File: src/rtl/cpu_run_ctrl.sv
// cpu_run_ctrl: reset sequencer and cycle-budget run controller for the CPU.
// Holds the CPU in reset for RST_CYCLES enabled cycles, then lets it run for
// at most MAX_CYCLES cycles, then freezes it (clock disabled, reset low).
// Optional feature macro: CPU_RUN_HALT_EN (halt_in ends RUN early).
module cpu_run_ctrl #(
    parameter int RST_CYCLES = 2,
    parameter int MAX_CYCLES = 6,
    parameter int CNT_W      = 16
) (
    input  logic             clk,
    input  logic             reset,
    input  logic             start,
    input  logic             halt_in,
    output logic             cpu_reset,
    output logic             cpu_clk_en,
    output logic             run,
    output logic             done,
    output logic             halted,
    output logic             timeout,
    output logic [CNT_W-1:0] cycle_count
);

    typedef enum logic [1:0] {
        ST_IDLE  = 2'd0,
        ST_RESET = 2'd1,
        ST_RUN   = 2'd2,
        ST_DONE  = 2'd3
    } state_t;

    localparam logic [CNT_W-1:0] RST_LAST = CNT_W'(RST_CYCLES - 1);
    localparam logic [CNT_W-1:0] RUN_LAST = CNT_W'(MAX_CYCLES - 1);
    localparam logic [CNT_W-1:0] ONE      = CNT_W'(1);

    state_t           state, state_nxt;
    logic [CNT_W-1:0] rst_cnt, rst_cnt_nxt;
    logic [CNT_W-1:0] cnt_nxt;
    logic             halted_nxt, timeout_nxt;
    logic             cpu_reset_nxt, cpu_clk_en_nxt, run_nxt, done_nxt;
    logic             halt_eff;

`ifdef CPU_RUN_HALT_EN
    assign halt_eff = halt_in;
`else
    // halt_in is kept on the port list but has no effect in this build.
    logic unused_halt;
    assign unused_halt = halt_in;
    assign halt_eff    = 1'b0;
`endif

    // Next-state, counters and status; outputs are decoded from the next
    // state so that they can be registered alongside it.
    always_comb begin
        state_nxt   = state;
        rst_cnt_nxt = rst_cnt;
        cnt_nxt     = cycle_count;
        halted_nxt  = halted;
        timeout_nxt = timeout;
        case (state)
            ST_IDLE, ST_DONE: begin
                if (start) begin
                    state_nxt   = ST_RESET;
                    rst_cnt_nxt = '0;
                    cnt_nxt     = '0;
                    halted_nxt  = 1'b0;
                    timeout_nxt = 1'b0;
                end
            end
            ST_RESET: begin
                if (rst_cnt == RST_LAST) state_nxt = ST_RUN;
                else rst_cnt_nxt = rst_cnt + ONE;
            end
            ST_RUN: begin
                // The terminating edge still counts as an executed cycle.
                cnt_nxt = cycle_count + ONE;
                if (halt_eff) begin
                    state_nxt  = ST_DONE;
                    halted_nxt = 1'b1;
                end else if (cycle_count == RUN_LAST) begin
                    state_nxt   = ST_DONE;
                    timeout_nxt = 1'b1;
                end
            end
            default: state_nxt = ST_IDLE;
        endcase

        cpu_reset_nxt  = (state_nxt == ST_IDLE) || (state_nxt == ST_RESET);
        cpu_clk_en_nxt = (state_nxt == ST_RESET) || (state_nxt == ST_RUN);
        run_nxt        = (state_nxt == ST_RUN);
        done_nxt       = (state_nxt == ST_DONE);
    end

    // State, counters and registered outputs; async reset parks in IDLE.
    always_ff @(posedge clk or posedge reset) begin
        if (reset) begin
            state       <= ST_IDLE;
            rst_cnt     <= '0;
            cycle_count <= '0;
            halted      <= 1'b0;
            timeout     <= 1'b0;
            cpu_reset   <= 1'b1;
            cpu_clk_en  <= 1'b0;
            run         <= 1'b0;
            done        <= 1'b0;
        end else begin
            state       <= state_nxt;
            rst_cnt     <= rst_cnt_nxt;
            cycle_count <= cnt_nxt;
            halted      <= halted_nxt;
            timeout     <= timeout_nxt;
            cpu_reset   <= cpu_reset_nxt;
            cpu_clk_en  <= cpu_clk_en_nxt;
            run         <= run_nxt;
            done        <= done_nxt;
        end
    end

endmodule

File: config.mk
export PLATFORM = sky130hd
export DESIGN_NAME = cpu_run_ctrl
export DESIGN_NICKNAME = d
export VERILOG_FILES = /design/src/rtl/cpu_run_ctrl.sv
export SDC_FILE = /design/constraint.sdc
export NUM_CORES = 1
export LEC_CHECK = 0
export CAP_MARGIN = 0
export CORE_ASPECT_RATIO = 0.9
export CORE_MARGIN = 8
export CORE_UTILIZATION = 55
export DETAILED_ROUTE_END_ITERATION = 16
export DONT_BUFFER_PORTS = 1
export PLACE_DENSITY_LB_ADDON = 0.2
export SETUP_SLACK_MARGIN = 0.3
export SLEW_MARGIN = 20
export SYNTH_ARGS = -nofsm -noshare
export SYNTH_HDL_FRONTEND = slang
export SYNTH_SLANG_ARGS = --single-unit
File: constraint.sdc
create_clock -name clk -period 3.8 [get_ports clk]
set_clock_uncertainty 0.15 [all_clocks]
set_input_delay 0.57 -clock clk [delete_from_list [all_inputs] [get_ports clk]]
set_output_delay 0.57 -clock clk [all_outputs]
set_load 0.1 [all_outputs]
==> results of run 1 <==
## layout make-up
class / instances / area, um^2
repair buffers: 4 / 30.03
clock buffers: 8 / 100.1
fillers: 330 / 1443
inverters: 9 / 33.78
multi-input cells: 163 / 1090
well taps: 46 / 57.56
flip-flops and latches: 39 / 977.2
## path summary, 6_finish.rpt
check,start,endpoint,depth (start not counted)
min,reset,cycle_count[12],2
max reg2reg,cycle_count[4],cycle_count[15],5
max in group asynchronous,reset,cpu_reset,2
max,cycle_count[4],cycle_count[15],5
min in group clk,start,rst_cnt[1],2
min reg2reg,rst_cnt[15],rst_cnt[15],2
## stage by stage
step                      utilization (%)  hold WS, ns
after global placement              58.65       0.3913
after detailed placement            58.65       0.4046
after CTS                           61.33       0.1544
after floorplan                         -       0.3607
final                               61.33       0.1413
after global routing                61.33       0.2050
## power groups by stage
| stage | logic, uW | clock network (uW) | registers, uW |
|---|---|---|---|
| floorplan | 337 | 0 | 671 |
| global placement | 430 | 0 | 636 |
| detailed placement | 448 | 0 | 639 |
| CTS | 454 | 306 | 632 |
| global route | 511 | 327 | 635 |
| finish | 451 | 304 | 630 |
## cells in the final DEF (no fill, tap or decap), types with 2 or more instances in the layout
master,n
nor4_2,2
ha_1,6
nand2_1,14
nor2b_1,3
o21ai_1,6
nor4_1,5
o21ai_0,4
and3_1,3
nor3_1,3
xor2_1,9
nor2_1,28
dfrtp_1,38
nor3b_1,2
and4_1,4
nand2_2,2
nand3_1,9
or3_1,9
inv_1,8
mux2i_1,3
buf_4,4
nand4_1,8
clkbuf_8,7
a21oi_1,11
mux2_4,2
xnor2_1,10
nor3_2,3
## worst max-delay path, delay by kind of cell (launching register included)
kind,cells,cell delay (ns)
xor+xnor,1,0.16
flops,1,1.03
simple gates,4,1.03
## cells in the mapped netlist (6+ instances only)
cell type,n
nand3_1,9
o21ai_1,6
nor2_1,28
a21oi_1,11
ha_1,6
nand4_1,8
nand2_1,14
xnor2_1,10
or3_1,9
inv_1,8
dfrtp_1,38
xor2_1,9
## state kept, by name (all words and copies together) (netlist names)
| name | cells |
|---|---|
| timeout | 1 |
| rst_cnt | 16 |
| done | 1 |
| cycle_count | 16 |
| run | 1 |
| cpu_reset | 1 |
| state | 2 |
| cpu_clk_en | 1 |
## per-layer routing
metal / track usage, % / vias up / wire, um
li1: - / 773 / -
met1: 20.23 / 787 / 1938
met2: 25.42 / 39 / 2096
met3: 5.370 / 4 / 296
met4: 5.058 / 0 / 41
met5: 0 / - / 0
## kinds of logic (layout without fill, tap and decap cells)
family / count (synthesis) / count (layout) / synth area share [%]
other cells: 1 / 1 / 0.1755
flops: 39 / 39 / 45.73
compound gates: 28 / 28 / 8.080
fa+ha+maj: 6 / 6 / 3.513
xor+xnor: 19 / 19 / 7.787
mux: 5 / 5 / 2.810
simple gates: 104 / 104 / 28.63
buf+inv: 16 / 21 / 3.278
==> results.py, run 1 <==
metrics = {
    "outcome": {
        "run_status": "complete, no violations",
    },
    "synthesis": {
        "synth_edf_count": 0,
        "ys.warnings.count": 0,
        "synth_area_leaders": "dfrtp_1, nor2_1, xnor2_1",
        "syn_inst": 218,
        "synthArstFlopShare_pct": 100.0,
        "synth_top_area_share_pct": 44.50,
        "synthesis.area_mm2": 0.002137,
        "synth_area_per_cell_um2": 9.803,
        "yosys.area.top_type": "dfrtp_1",
        "yosys_register_bits": 39,
        "yosysSeqAreaShare_pct": 45.73,
        "ys_types": 46,
        "synthFlopType": "dfrtp_1",
        "synth_nets": 228,
    },
    "power": {
        "power_frac_clock_pct": 22.0,
        "ir_drop_mv": 0.4392,
        "powerDensity_mw_per_mm2": 605.2,
        "power_uw": 1385,
        "sequentialPowerShare_pct": 45.5,
        "power.switching_uw": 605.1,
        "swShare_pct": 43.69,
        "p_leak_uw": 0.001009,
        "power.internal_uw": 779.8,
        "combPwrFrac_pct": 32.6,
    },
    "sta": {
        "finalWorstPathRequiredPeriod_ns": 2.521,
        "setup_violations": 0,
        "tightest_slew_ns": 1.035,
        "rsz0062_at_grt": "false",
        "final_hold_viol_count": 0,
        "fin_tns_setup_ns": 0,
        "timing.final.crit_share_pct": 66.35,
        "setup_ws_ns": 1.279,
        "slew_headroom_pct": 31.00,
        "fmax_mhz": 396.6,
        "slew_viol_final": 0,
    },
    "placement": {
        "place_area_mm2": 0.002188,
        "dp_hpwl_um": 3156,
        "gp_congestion": 0.7953,
        "io_buffers": 0,
        "dpl.cell_count": 261,
        "dp_slack_ns": 1.298,
    },
    "floorplan": {
        "die_w_um": 81.71,
        "die_height_um": 75.14,
        "start_util_pct": 57.28,
        "top_level_ports": 26,
        "core_area_mm2": 0.003731,
        "rows": 21,
        "dieArea_mm2": 0.006139,
    },
    "drt": {
        "via_count": 1603,
        "firstDrtPassIters": 4,
        "routedWlPerCell_um": 16.25,
        "ant_nets": 0,
        "routed_via_density": 5.959,
        "drt_wl_total_um": 4372,
        "drt_iter0_drc": 124,
        "drc": 0,
    },
    "finish": {
        "layout-drive-gt1-share_pct": 13.00,
        "fin_cells": 269,
        "syn_to_final_growth_pct": 7.084,
        "postLayoutCellArea_mm2": 0.002288,
        "fin_nets": 232,
        "antenna_cells": 0,
    },
    "worst_setup_path": {
        "critPathCaptureType": "flip-flop",
        "worstSetupPathType": "reg2reg",
        "crit_arrival_ns": 2.51,
        "cp_max_fo": 6,
        "start_kind": "flip-flop",
        "crit_chain": "and4_1 > nand4_2 > nor4_2 > xnor2_1 > nor2_1",
        "cpMaxStageDelayCell": "dfrtp_1",
        "cp_data_required_time_ns": 3.79,
        "cpPeakStageDelay_ns": 1.03,
        "r2r_slack_ns": 1.28,
    },
    "clocking": {
        "insertion_delay_ns": 0.29,
        "htreeDepth": 2,
        "cts_root_buf": "clkbuf_8",
        "hold_buffers": 0,
        "clock_sinks": 39,
        "cts-buffers-inserted": 5,
        "clk_pin_slew_worst_paths_ns": 0.07,
        "cts_setup_buffers": 0,
        "cts.repair.resized": 0,
        "clockBufferDepth": 2,
        "cts_tree": "done",
    },
    "grt": {
        "grt_pass1_wl_um": 7617,
        "antenna_found_initial": 0,
        "grt_pass1_vias": 1561,
        "globalRouteOverflowTotal": 0,
        "grt_max_degree": 40,
        "track_usage_pct": 16.06,
    },
    "worst_hold_path": {
        "hold_path.class": "in2async",
    },
    "job": {
        "maxCapViolCount": 0,
    },
}
No activity file was read; power rests on OpenSTA's default activity.
==> run 2, diff against run 1 <==
==> constraint.sdc (replaced) <==
create_clock -name clk -period 2.29 [get_ports clk]
set_clock_uncertainty 0.15 [all_clocks]
set_input_delay 0.3435 -clock clk [delete_from_list [all_inputs] [get_ports clk]]
set_output_delay 0.3435 -clock clk [all_outputs]
set_load 0.1 [all_outputs]
==> run 2 against run 1 <==
Wire length increased by 10%. Global-route usage increased by 0.97 points. Count of clock-buffer cells in the layout decreased by 2. Non-clock buffer count increased by 30. Utilization increased by 7.9 points. Worst hold slack got worse by 0.078 ns. Die area unchanged. Via count increased by 9.4%.
==> results.py, run 2 (synthesis results as in run 1) <==
metrics = {
    "outcome": {
        "run_status": "complete, no violations",
    },
    "clocking": {
        "clk_pin_slew_worst_paths_ns": 0.07,
        "clockBufferDepth": 2,
        "insertion_delay_ns": 0.30,
        "cts_tree": "done",
        "clock_sinks": 39,
        "cts-buffers-inserted": 5,
        "cts_root_buf": "clkbuf_8",
        "htreeDepth": 2,
    },
    "floorplan": {
        "die_height_um": 75.14,
        "top_level_ports": 26,
        "start_util_pct": 57.28,
        "core_area_mm2": 0.003731,
        "die_w_um": 81.71,
        "dieArea_mm2": 0.006139,
        "rows": 21,
    },
    "sta": {
        "fin_tns_setup_ns": 0,
        "rsz0062_at_grt": "true",
        "fmax_mhz": 513.7,
        "final_hold_viol_count": 0,
        "finalWorstPathRequiredPeriod_ns": 1.947,
        "timing.final.crit_share_pct": 85.01,
        "setup_violations": 0,
        "slew_viol_final": 0,
    },
    "worst_hold_path": {
        "hold_path.class": "in2reg",
        "hold_depth": 2,
    },
    "power": {
        "p_leak_uw": 0.001153,
        "power_uw": 2598,
        "combPwrFrac_pct": 43.7,
        "powerDensity_mw_per_mm2": 1006,
        "ir_drop_mv": 1.139,
        "swShare_pct": 41.15,
        "power.internal_uw": 1529,
        "power.switching_uw": 1069,
        "power_frac_clock_pct": 22.8,
        "sequentialPowerShare_pct": 33.5,
    },
    "placement": {
        "io_buffers": 0,
        "gp_congestion": 0.8061,
        "place_area_mm2": 0.002376,
        "dp_hpwl_um": 3392,
    },
    "drt": {
        "via_count": 1754,
        "drt_wl_total_um": 4815,
        "routed_via_density": 5.866,
        "routedWlPerCell_um": 16.10,
        "firstDrtPassIters": 4,
        "ant_nets": 0,
        "drt_iter0_drc": 64,
        "drc": 0,
    },
    "grt": {
        "grt_pass1_vias": 1762,
        "track_usage_pct": 17.03,
        "grt_max_degree": 40,
        "grt_pass1_wl_um": 8217,
        "globalRouteOverflowTotal": 0,
        "antenna_found_initial": 0,
    },
    "finish": {
        "fin_nets": 262,
        "antenna_cells": 0,
        "layout-drive-gt1-share_pct": 30.43,
        "final_cell_mix": "buf_4, nor2_1, dfrtp_1",
        "reg.largest.list": "cycle_count: 16 flops, rst_cnt: 16 flops, state: 2 flops",
        "syn_to_final_growth_pct": 20.90,
        "final_common_cell": "buf_4",
        "postLayoutCellArea_mm2": 0.002584,
    },
    "worst_setup_path": {
        "crit_arrival_ns": 2.01,
        "cp_max_fo": 10,
        "worstSetupPathType": "reg2reg",
        "cp_data_required_time_ns": 2.36,
        "worst-r2r-cell-count": 5,
        "critPathCaptureType": "flip-flop",
        "start_kind": "flip-flop",
    },
    "job": {
        "maxCapViolCount": 0,
    },
}
run 2: cell count changes in the layout (fill, tap and decap cells not counted), sizes merged:
cell         delta
buf            +29
clkbuf          -2
bufinv          +1
clkinv          +1
dlygate4sd3     +1
run 2: path summary, 6_finish.rpt:
kind                            startpoint         endpoint  slack (ns)
min in group asynchronous            reset  cycle_count[14]        0.45
max in group asynchronous            reset        cpu_reset        1.16
worst max register to register    state[1]   cycle_count[5]        0.34
worst min register to register     timeout          timeout        0.37
worst max-delay path              state[1]   cycle_count[5]        0.34
worst min-delay path                 start       rst_cnt[1]        0.06
run 2: per-layer routing:
| layer | share of wire, % | global-route usage [%] | routed length [um] | vias to the layer above |
|---|---|---|---|---|
| met5 | 0 | 0 | 0 | - |
| met4 | 1.2 | 6.615 | 57 | 0 |
| met3 | 5.1 | 4.296 | 244 | 7 |
| met2 | 51 | 28.95 | 2465 | 30 |
| met1 | 43 | 20.22 | 2048 | 881 |
| li1 | - | - | - | 836 |
run 2: timing repair:
item / CTS / global route
resized for setup: 2 / 7
pin swaps: 0 / 6
hold endpoints to repair: 38 / 0
hold buffers: 1 / 0
setup buffers: 0 / 6
endpoints found under the setup margin: 20 / 22
run 2: final cells by class:
cell class              count  area [um^2]
clock buffers               6        82.58
well taps                  46        57.56
repair buffers             34        257.7
multi-input cells         163         1124
clock inverters             2        35.03
inverters                   9        33.78
fillers                   274         1147
flip-flops and latches     39        993.5
run 2: power by group through the flow:
stage	Sequential [uW]	Clock, uW	Combinational, uW
final	871	594	1130
after global routing	879	634	1240
after CTS	867	606	1060
after detailed placement	877	0	1040
after global placement	870	0	1010
after floorplan	1120	0	558
run 2: metrics by stage:
stage	std cells	worst slack, ns	utilization, %	hold slack, ns
2_1_floorplan	218	0.2637	-	0.3607
3_3_place_gp	284	0.2931	63.68	0.2212
3_5_place_dp	284	0.2377	63.68	0.2354
4_1_cts	293	0.3089	67.44	0.06171
5_1_grt	299	0.2309	69.25	0.07062
6_report	299	0.3433	69.25	0.06358
run 2: critical path, cell delays in order (launching register included):
cell     delay, ns
dfrtp_2       0.44
ha_4          0.28
mux2_4        0.25
nand4_4       0.19
or3_1         0.40
a21oi_1       0.15
